===== config.mk =====
export PLATFORM = sky130hd
export DESIGN_NAME = axi4lite_master_cmd
export DESIGN_NICKNAME = d
export VERILOG_FILES = /design/src/rtl/axi4lite_pkg.sv /design/src/rtl/axi4lite_wdog.sv /design/src/rtl/axi4lite_master_cmd.sv
export SDC_FILE = /design/constraint.sdc
export NUM_CORES = 1
export LEC_CHECK = 0
export CORE_ASPECT_RATIO = 2
export CORE_MARGIN = 2
export CORE_UTILIZATION = 30
export DETAILED_ROUTE_END_ITERATION = 12
export PLACE_DENSITY = 0.6
export SYNTH_ARGS = -nofsm -noshare
export SYNTH_HDL_FRONTEND = slang
export SYNTH_SLANG_ARGS = --single-unit

===== constraint.sdc =====
create_clock -name m_axi_aclk -period 3.8 [get_ports m_axi_aclk]
set_input_delay 0.57 -clock m_axi_aclk [delete_from_list [all_inputs] [get_ports m_axi_aclk]]
set_output_delay 0.57 -clock m_axi_aclk [all_outputs]
set_load 0.02 [all_outputs]

===== src/rtl/axi4lite_pkg.sv =====
// FSM encoding and AXI4-Lite response/protection constants shared by the
// command-driven AXI4-Lite master.
package axi4lite_pkg;

  typedef enum logic [2:0] {
    IDLE  = 3'd0,
    WADDR = 3'd1,
    WRESP = 3'd2,
    RADDR = 3'd3,
    RDATA = 3'd4,
    RSP   = 3'd5
  } state_t;

  localparam logic [1:0] RESP_OKAY   = 2'b00;
  localparam logic [1:0] RESP_EXOKAY = 2'b01;
  localparam logic [1:0] RESP_SLVERR = 2'b10;
  localparam logic [1:0] RESP_DECERR = 2'b11;

  localparam logic [2:0] PROT_DEFAULT = 3'b000;

endpackage


===== src/rtl/axi4lite_wdog.sv =====
// Saturating transaction watchdog: cleared on command accept, counts while a
// bus transaction is outstanding, never wraps.
module axi4lite_wdog #(
  parameter  int LIMIT = 1024,
  localparam int CW    = $clog2(LIMIT + 1)
) (
  input  logic m_axi_aclk,
  input  logic m_axi_areset,
  input  logic clr,
  input  logic en,
  output logic expired
);

  logic [CW-1:0] cnt;

  always_ff @(posedge m_axi_aclk) begin
    if (m_axi_areset || clr) cnt <= '0;
    else if (en && cnt != CW'(LIMIT)) cnt <= cnt + CW'(1);
  end

  // High in the cycle whose increment reaches LIMIT, and stays high once saturated.
  assign expired = en && (cnt >= CW'(LIMIT - 1));

endmodule


===== src/rtl/axi4lite_master_cmd.sv =====
// AXI4-Lite master fed by a valid/ready command port; one transaction in
// flight, response (or timeout) returned on a valid/ready response port.
module axi4lite_master_cmd
  import axi4lite_pkg::*;
#(
  parameter  int ADDR_WIDTH     = 32,
  parameter  int DATA_WIDTH     = 32,  // 32 or 64
  parameter  int TIMEOUT_CYCLES = 1024,
  localparam int STRB_WIDTH     = DATA_WIDTH / 8
) (
  input  logic                  m_axi_aclk,
  input  logic                  m_axi_areset,
  input  logic                  cmd_valid,
  output logic                  cmd_ready,
  input  logic                  cmd_write,
  input  logic [ADDR_WIDTH-1:0] cmd_addr,
  input  logic [DATA_WIDTH-1:0] cmd_wdata,
  input  logic [STRB_WIDTH-1:0] cmd_wstrb,
  output logic                  rsp_valid,
  input  logic                  rsp_ready,
  output logic                  rsp_write,
  output logic [DATA_WIDTH-1:0] rsp_rdata,
  output logic [1:0]            rsp_resp,
  output logic                  rsp_timeout,
  output logic                  busy,
  output logic [ADDR_WIDTH-1:0] M_AXI_AWADDR,
  output logic [2:0]            M_AXI_AWPROT,
  output logic                  M_AXI_AWVALID,
  input  logic                  M_AXI_AWREADY,
  output logic [DATA_WIDTH-1:0] M_AXI_WDATA,
  output logic [STRB_WIDTH-1:0] M_AXI_WSTRB,
  output logic                  M_AXI_WVALID,
  input  logic                  M_AXI_WREADY,
  input  logic [1:0]            M_AXI_BRESP,
  input  logic                  M_AXI_BVALID,
  output logic                  M_AXI_BREADY,
  output logic [ADDR_WIDTH-1:0] M_AXI_ARADDR,
  output logic [2:0]            M_AXI_ARPROT,
  output logic                  M_AXI_ARVALID,
  input  logic                  M_AXI_ARREADY,
  input  logic [DATA_WIDTH-1:0] M_AXI_RDATA,
  input  logic [1:0]            M_AXI_RRESP,
  input  logic                  M_AXI_RVALID,
  output logic                  M_AXI_RREADY
);

  state_t state;
  logic   accept, active, expired, advance, tmo, aw_left, w_left;

  assign cmd_ready    = (state == IDLE) && !m_axi_areset;
  assign accept       = cmd_valid && cmd_ready;
  assign busy         = (state != IDLE);
  assign active       = (state == WADDR) || (state == WRESP) ||
                        (state == RADDR) || (state == RDATA);
  assign M_AXI_AWPROT = PROT_DEFAULT;
  assign M_AXI_ARPROT = PROT_DEFAULT;

  assign aw_left = M_AXI_AWVALID && !M_AXI_AWREADY;
  assign w_left  = M_AXI_WVALID && !M_AXI_WREADY;

  // A phase-completing handshake in the expiry cycle beats the timeout.
  always_comb begin
    advance = 1'b0;
    case (state)
      WADDR:   advance = !aw_left && !w_left;
      WRESP:   advance = M_AXI_BVALID;
      RADDR:   advance = M_AXI_ARREADY;
      RDATA:   advance = M_AXI_RVALID;
      default: advance = 1'b0;
    endcase
  end
  assign tmo = expired && !advance;

  generate
    if (TIMEOUT_CYCLES > 0) begin : g_wdog
      axi4lite_wdog #(.LIMIT(TIMEOUT_CYCLES)) u_wdog (
        .m_axi_aclk   (m_axi_aclk),
        .m_axi_areset (m_axi_areset),
        .clr          (accept),
        .en           (active),
        .expired      (expired)
      );
    end else begin : g_no_wdog
      assign expired = 1'b0;
    end
  endgenerate

  always_ff @(posedge m_axi_aclk) begin
    if (m_axi_areset) begin
      state         <= IDLE;
      M_AXI_AWADDR  <= '0;
      M_AXI_AWVALID <= 1'b0;
      M_AXI_WDATA   <= '0;
      M_AXI_WSTRB   <= '0;
      M_AXI_WVALID  <= 1'b0;
      M_AXI_BREADY  <= 1'b0;
      M_AXI_ARADDR  <= '0;
      M_AXI_ARVALID <= 1'b0;
      M_AXI_RREADY  <= 1'b0;
      rsp_valid     <= 1'b0;
      rsp_write     <= 1'b0;
      rsp_rdata     <= '0;
      rsp_resp      <= RESP_OKAY;
      rsp_timeout   <= 1'b0;
    end else if (tmo) begin
      M_AXI_AWVALID <= 1'b0;
      M_AXI_WVALID  <= 1'b0;
      M_AXI_BREADY  <= 1'b0;
      M_AXI_ARVALID <= 1'b0;
      M_AXI_RREADY  <= 1'b0;
      rsp_valid     <= 1'b1;
      rsp_rdata     <= '0;
      rsp_resp      <= RESP_SLVERR;
      rsp_timeout   <= 1'b1;
      state         <= RSP;
    end else begin
      case (state)
        IDLE: if (accept) begin
          rsp_write <= cmd_write;
          if (cmd_write) begin
            M_AXI_AWADDR  <= cmd_addr;
            M_AXI_WDATA   <= cmd_wdata;
            M_AXI_WSTRB   <= cmd_wstrb;
            M_AXI_AWVALID <= 1'b1;
            M_AXI_WVALID  <= 1'b1;
            state         <= WADDR;
          end else begin
            M_AXI_ARADDR  <= cmd_addr;
            M_AXI_ARVALID <= 1'b1;
            state         <= RADDR;
          end
        end
        WADDR: begin
          // Each VALID drops right after its own handshake.
          M_AXI_AWVALID <= aw_left;
          M_AXI_WVALID  <= w_left;
          if (advance) begin
            M_AXI_BREADY <= 1'b1;
            state        <= WRESP;
          end
        end
        WRESP: if (M_AXI_BVALID) begin
          M_AXI_BREADY <= 1'b0;
          rsp_valid    <= 1'b1;
          rsp_rdata    <= '0;
          rsp_resp     <= M_AXI_BRESP;
          rsp_timeout  <= 1'b0;
          state        <= RSP;
        end
        RADDR: if (M_AXI_ARREADY) begin
          M_AXI_ARVALID <= 1'b0;
          M_AXI_RREADY  <= 1'b1;
          state         <= RDATA;
        end
        RDATA: if (M_AXI_RVALID) begin
          M_AXI_RREADY <= 1'b0;
          rsp_valid    <= 1'b1;
          rsp_rdata    <= M_AXI_RDATA;
          rsp_resp     <= M_AXI_RRESP;
          rsp_timeout  <= 1'b0;
          state        <= RSP;
        end
        RSP: if (rsp_ready) begin
          rsp_valid <= 1'b0;
          state     <= IDLE;
        end
        default: state <= IDLE;
      endcase
    end
  end

endmodule

==> flow_summary.ini <==
[pwr]
p_total_uw = 4760
p_per_area_nw_per_um2 = 511
cell_internal_pwr_uw = 3330
power.share.switching_pct = 30.1
combPwrFrac_pct = 22.9
p_leak_uw = 0.00313
switchingPower_uw = 1430
p_clk_share_pct = 38.0
seq_power_share_pct = 39.2
vdd_drop_max_mv = 0.260

[setup_path]
cp-start-kind = register
cp.arrival_ps = 2150
worst_path_max_delay_cell = dfxtp_1
crit_buf_inv = 2
crit_family = flip-flops
r2r_start = state[0]
crit_path_end_kind = output port
worstSetupStartpoint = state[0]
cp.required_ps = 3230
crit_path_cell_trace = nor3_4 > inv_2 > clkdlybuf4s50_1
cp_max_fo = 22
cp_slowest_stage_delay_ps = 850
path_class = reg -> out

[drt]
ant_nets = 0
routed_wl_mm = 19.3
via_per_inst = 4.61
drc = 0
wl_per_cell_microns = 15.4
drt-pass1-iter-count = 4
dr_total_vias = 5772
drtIter0Drc = 229

[global_routing]
grt_pass1_vias = 5587
grt_overflow = 0
grt_start_max_net_pins = 84
grt_usage_pct = 17.7
grtUsageMet3_pct = 5.07
grt-busiest-layer = met2
grt_pass1_wl_mm = 29.9
use_met1_pct = 18.4
antenna_found_initial = 0
met2_usage_pct = 32.7

[synthesis]
synth_compound_area_share_pct = 15.7
ys.flop_type = dfxtp_1
netlist_instances = 747
yosysMostFrequentCell = nand2_1
synth-adder-area-share_pct = 0.412
synthMuxAreaShare_pct = 0.330
synth_edf_count = 0
ys_seq_elements = 156
ys_types = 54
synth.avg_cell_area_sq_um = 8.13
synthXorXnorAreaFrac_pct = 1.15
synth_top_family_by_area = simple AND/OR/NAND/NOR gates
async_reset_ff_share_pct = 0
synth_warnings = 0
yosys-top-cells-area = dfxtp_1 (51%), nand2_1 (15%), a21oi_1 (11%)
synth_common_cells = nand2_1 (247), dfxtp_1 (156), a21oi_1 (136)
synth-simple-area-share_pct = 24.7
synth.cell_area_sq_um = 6070
ys_seq_area_share_pct = 51.4
yosysTopAreaCellShare_pct = 51.4
synth_area_leader_cell = dfxtp_1

[floorplan]
die_area_sq_um = 21500
rows = 73
ios = 264
start_util_pct = 30.5
die_h_microns = 205
die_width_microns = 105
core_sq_um = 19900

[placed_design]
dp_hpwl_mm = 13.5
place_congestion = 0.766
port_buffers = 257

[sta]
min_period_ps = 2720
clock.fmax_mhz = 368
hold_slack_ps = 449
worstMarginPinSlew_ps = 1040
maxSlewViolCount = 0
setup_viol = 0
finalHoldViolations = 0
setup_tns_ps = 0
max_slew_margin_pct = 30.9
clock-skew-final_ps = 9.12
post-route-period-util_pct = 71.5
rsz0062_at_grt = no

[worst_hold_path]
min_from = rsp_rdata[24]
hold_class = reg -> reg

[cts]
clkLatencyLatePin_ps = 430
cts_setup_buffers = 0
postCtsHoldBufs = 0
numCtsBuffers = 17
cts_resized = 0
cts_tree = yes
root_buffer = clkbuf_16
clock-sinks = 156
clk_pin_slew_ps = 60
htree_num_levels = 4
ctsLongestPathBuffers = 2

[cells_and_area]
nNetsFinal = 1093
area_growth_pct = 53.5
final_layout_size_suffix_gt1_share_pct = 6.46
diodes = 0

[run_status]
run_status = completed

[job]
maxCapViolCount = 0
==> final timing paths <==
path              slack, ps  cells past startpoint            end
hold reg to reg         450                      2  rsp_rdata[24]
setup / recovery       1080                      3           busy
hold / removal          450                      2  rsp_rdata[24]
setup reg to reg       1270                      6  M_AXI_ARVALID
==> through the flow <==
stage | cell area (sq um) | cells | setup slack, ps | utilization [%]
floorplan | 6090 | 752 | 1980 | -
global placement | 8700 | 1220 | 1020 | 43.7
finish | 9320 | 1252 | 1080 | 46.8
CTS | 9320 | 1252 | 1030 | 46.8
detailed placement | 8700 | 1220 | 1040 | 43.7
global route | 9320 | 1252 | 918 | 46.8
==> flip-flops by register name (all words and copies together), names as in the netlist, 2 cells and up <==
| name | count |
|---|---|
| g_wdog.u_wdog.cnt | 11 |
| M_AXI_AWADDR | 32 |
| state | 3 |
| M_AXI_WDATA | 32 |
| rsp_rdata | 32 |
| M_AXI_WSTRB | 4 |
| M_AXI_ARADDR | 32 |
| rsp_resp | 2 |
==> logic make-up (layout without fill, tap and decap cells) <==
| kind of cell | after synthesis | after routing |
|---|---|---|
| and+or+nand+nor | 345 | 345 |
| AOI/OAI and AO/OA | 169 | 169 |
| DFF | 156 | 156 |
| buffers and inverters | 64 | 302 |
| xor gates and xnor gates | 8 | 8 |
| adders and majority gates | 2 | 2 |
| muxes | 2 | 2 |
| other | 1 | 6 |
==> cells in the final DEF (no fill, tap or decap), drive strengths merged, types with 2 or more instances in the layout <==
| cell type | Yosys | layout |
|---|---|---|
| clkdlybuf4s50 | 0 | 256 |
| nand2 | 247 | 247 |
| dfxtp | 156 | 156 |
| a21oi | 147 | 147 |
| nand3 | 36 | 36 |
| nor2 | 25 | 25 |
| clkbuf | 16 | 20 |
| buf | 43 | 9 |
| nand2b | 7 | 7 |
| conb | 1 | 6 |
| o21ai | 6 | 6 |
| or3 | 5 | 5 |
| xnor2 | 5 | 5 |
| inv | 5 | 5 |
| nor3 | 5 | 5 |
| nand4 | 4 | 4 |
| a31oi | 4 | 4 |
| clkinv | 0 | 4 |
| clkinvlp | 0 | 4 |
| bufinv | 0 | 4 |
| nor2b | 4 | 4 |
| xor2 | 3 | 3 |
| and2 | 3 | 3 |
| o211ai | 2 | 2 |
| mux2i | 2 | 2 |
| ha | 2 | 2 |
| nor4b | 2 | 2 |
| a211oi | 2 | 2 |
==> final cells by class <==
cell class / instances / area [sq um]
clock inverters: 12 / 170
repair buffers: 265 / 2640
fillers: 2026 / 10600
multi-input cells: 532 / 2590
inverters: 5 / 18.8
clock buffers: 20 / 447
flip-flops and latches: 156 / 3120
well taps: 262 / 328
==> worst min-delay path, stage by stage, from the launching register on <==
cell,delay [ps]
dfxtp_1,310
nand2_1,50
a21oi_1,50
==> routing by layer <==
metal,vias up,wire (microns)
li1,2916,-
met1,2628,7180
met2,199,10300
met3,29,1290
met4,0,554
met5,-,0
==> power groups by stage <==
| stage | sequential (uW) | combinational (uW) | clock [uW] |
|---|---|---|---|
| 2_1_floorplan | 1970 | 589 | 0 |
| 4_1_cts | 1870 | 1110 | 1850 |
| 3_3_place_gp | 1900 | 1100 | 0 |
| 5_1_grt | 1880 | 1190 | 1920 |
| 3_5_place_dp | 1900 | 1100 | 0 |
| 6_report | 1870 | 1090 | 1810 |
(Power assumes the default switching activity.)
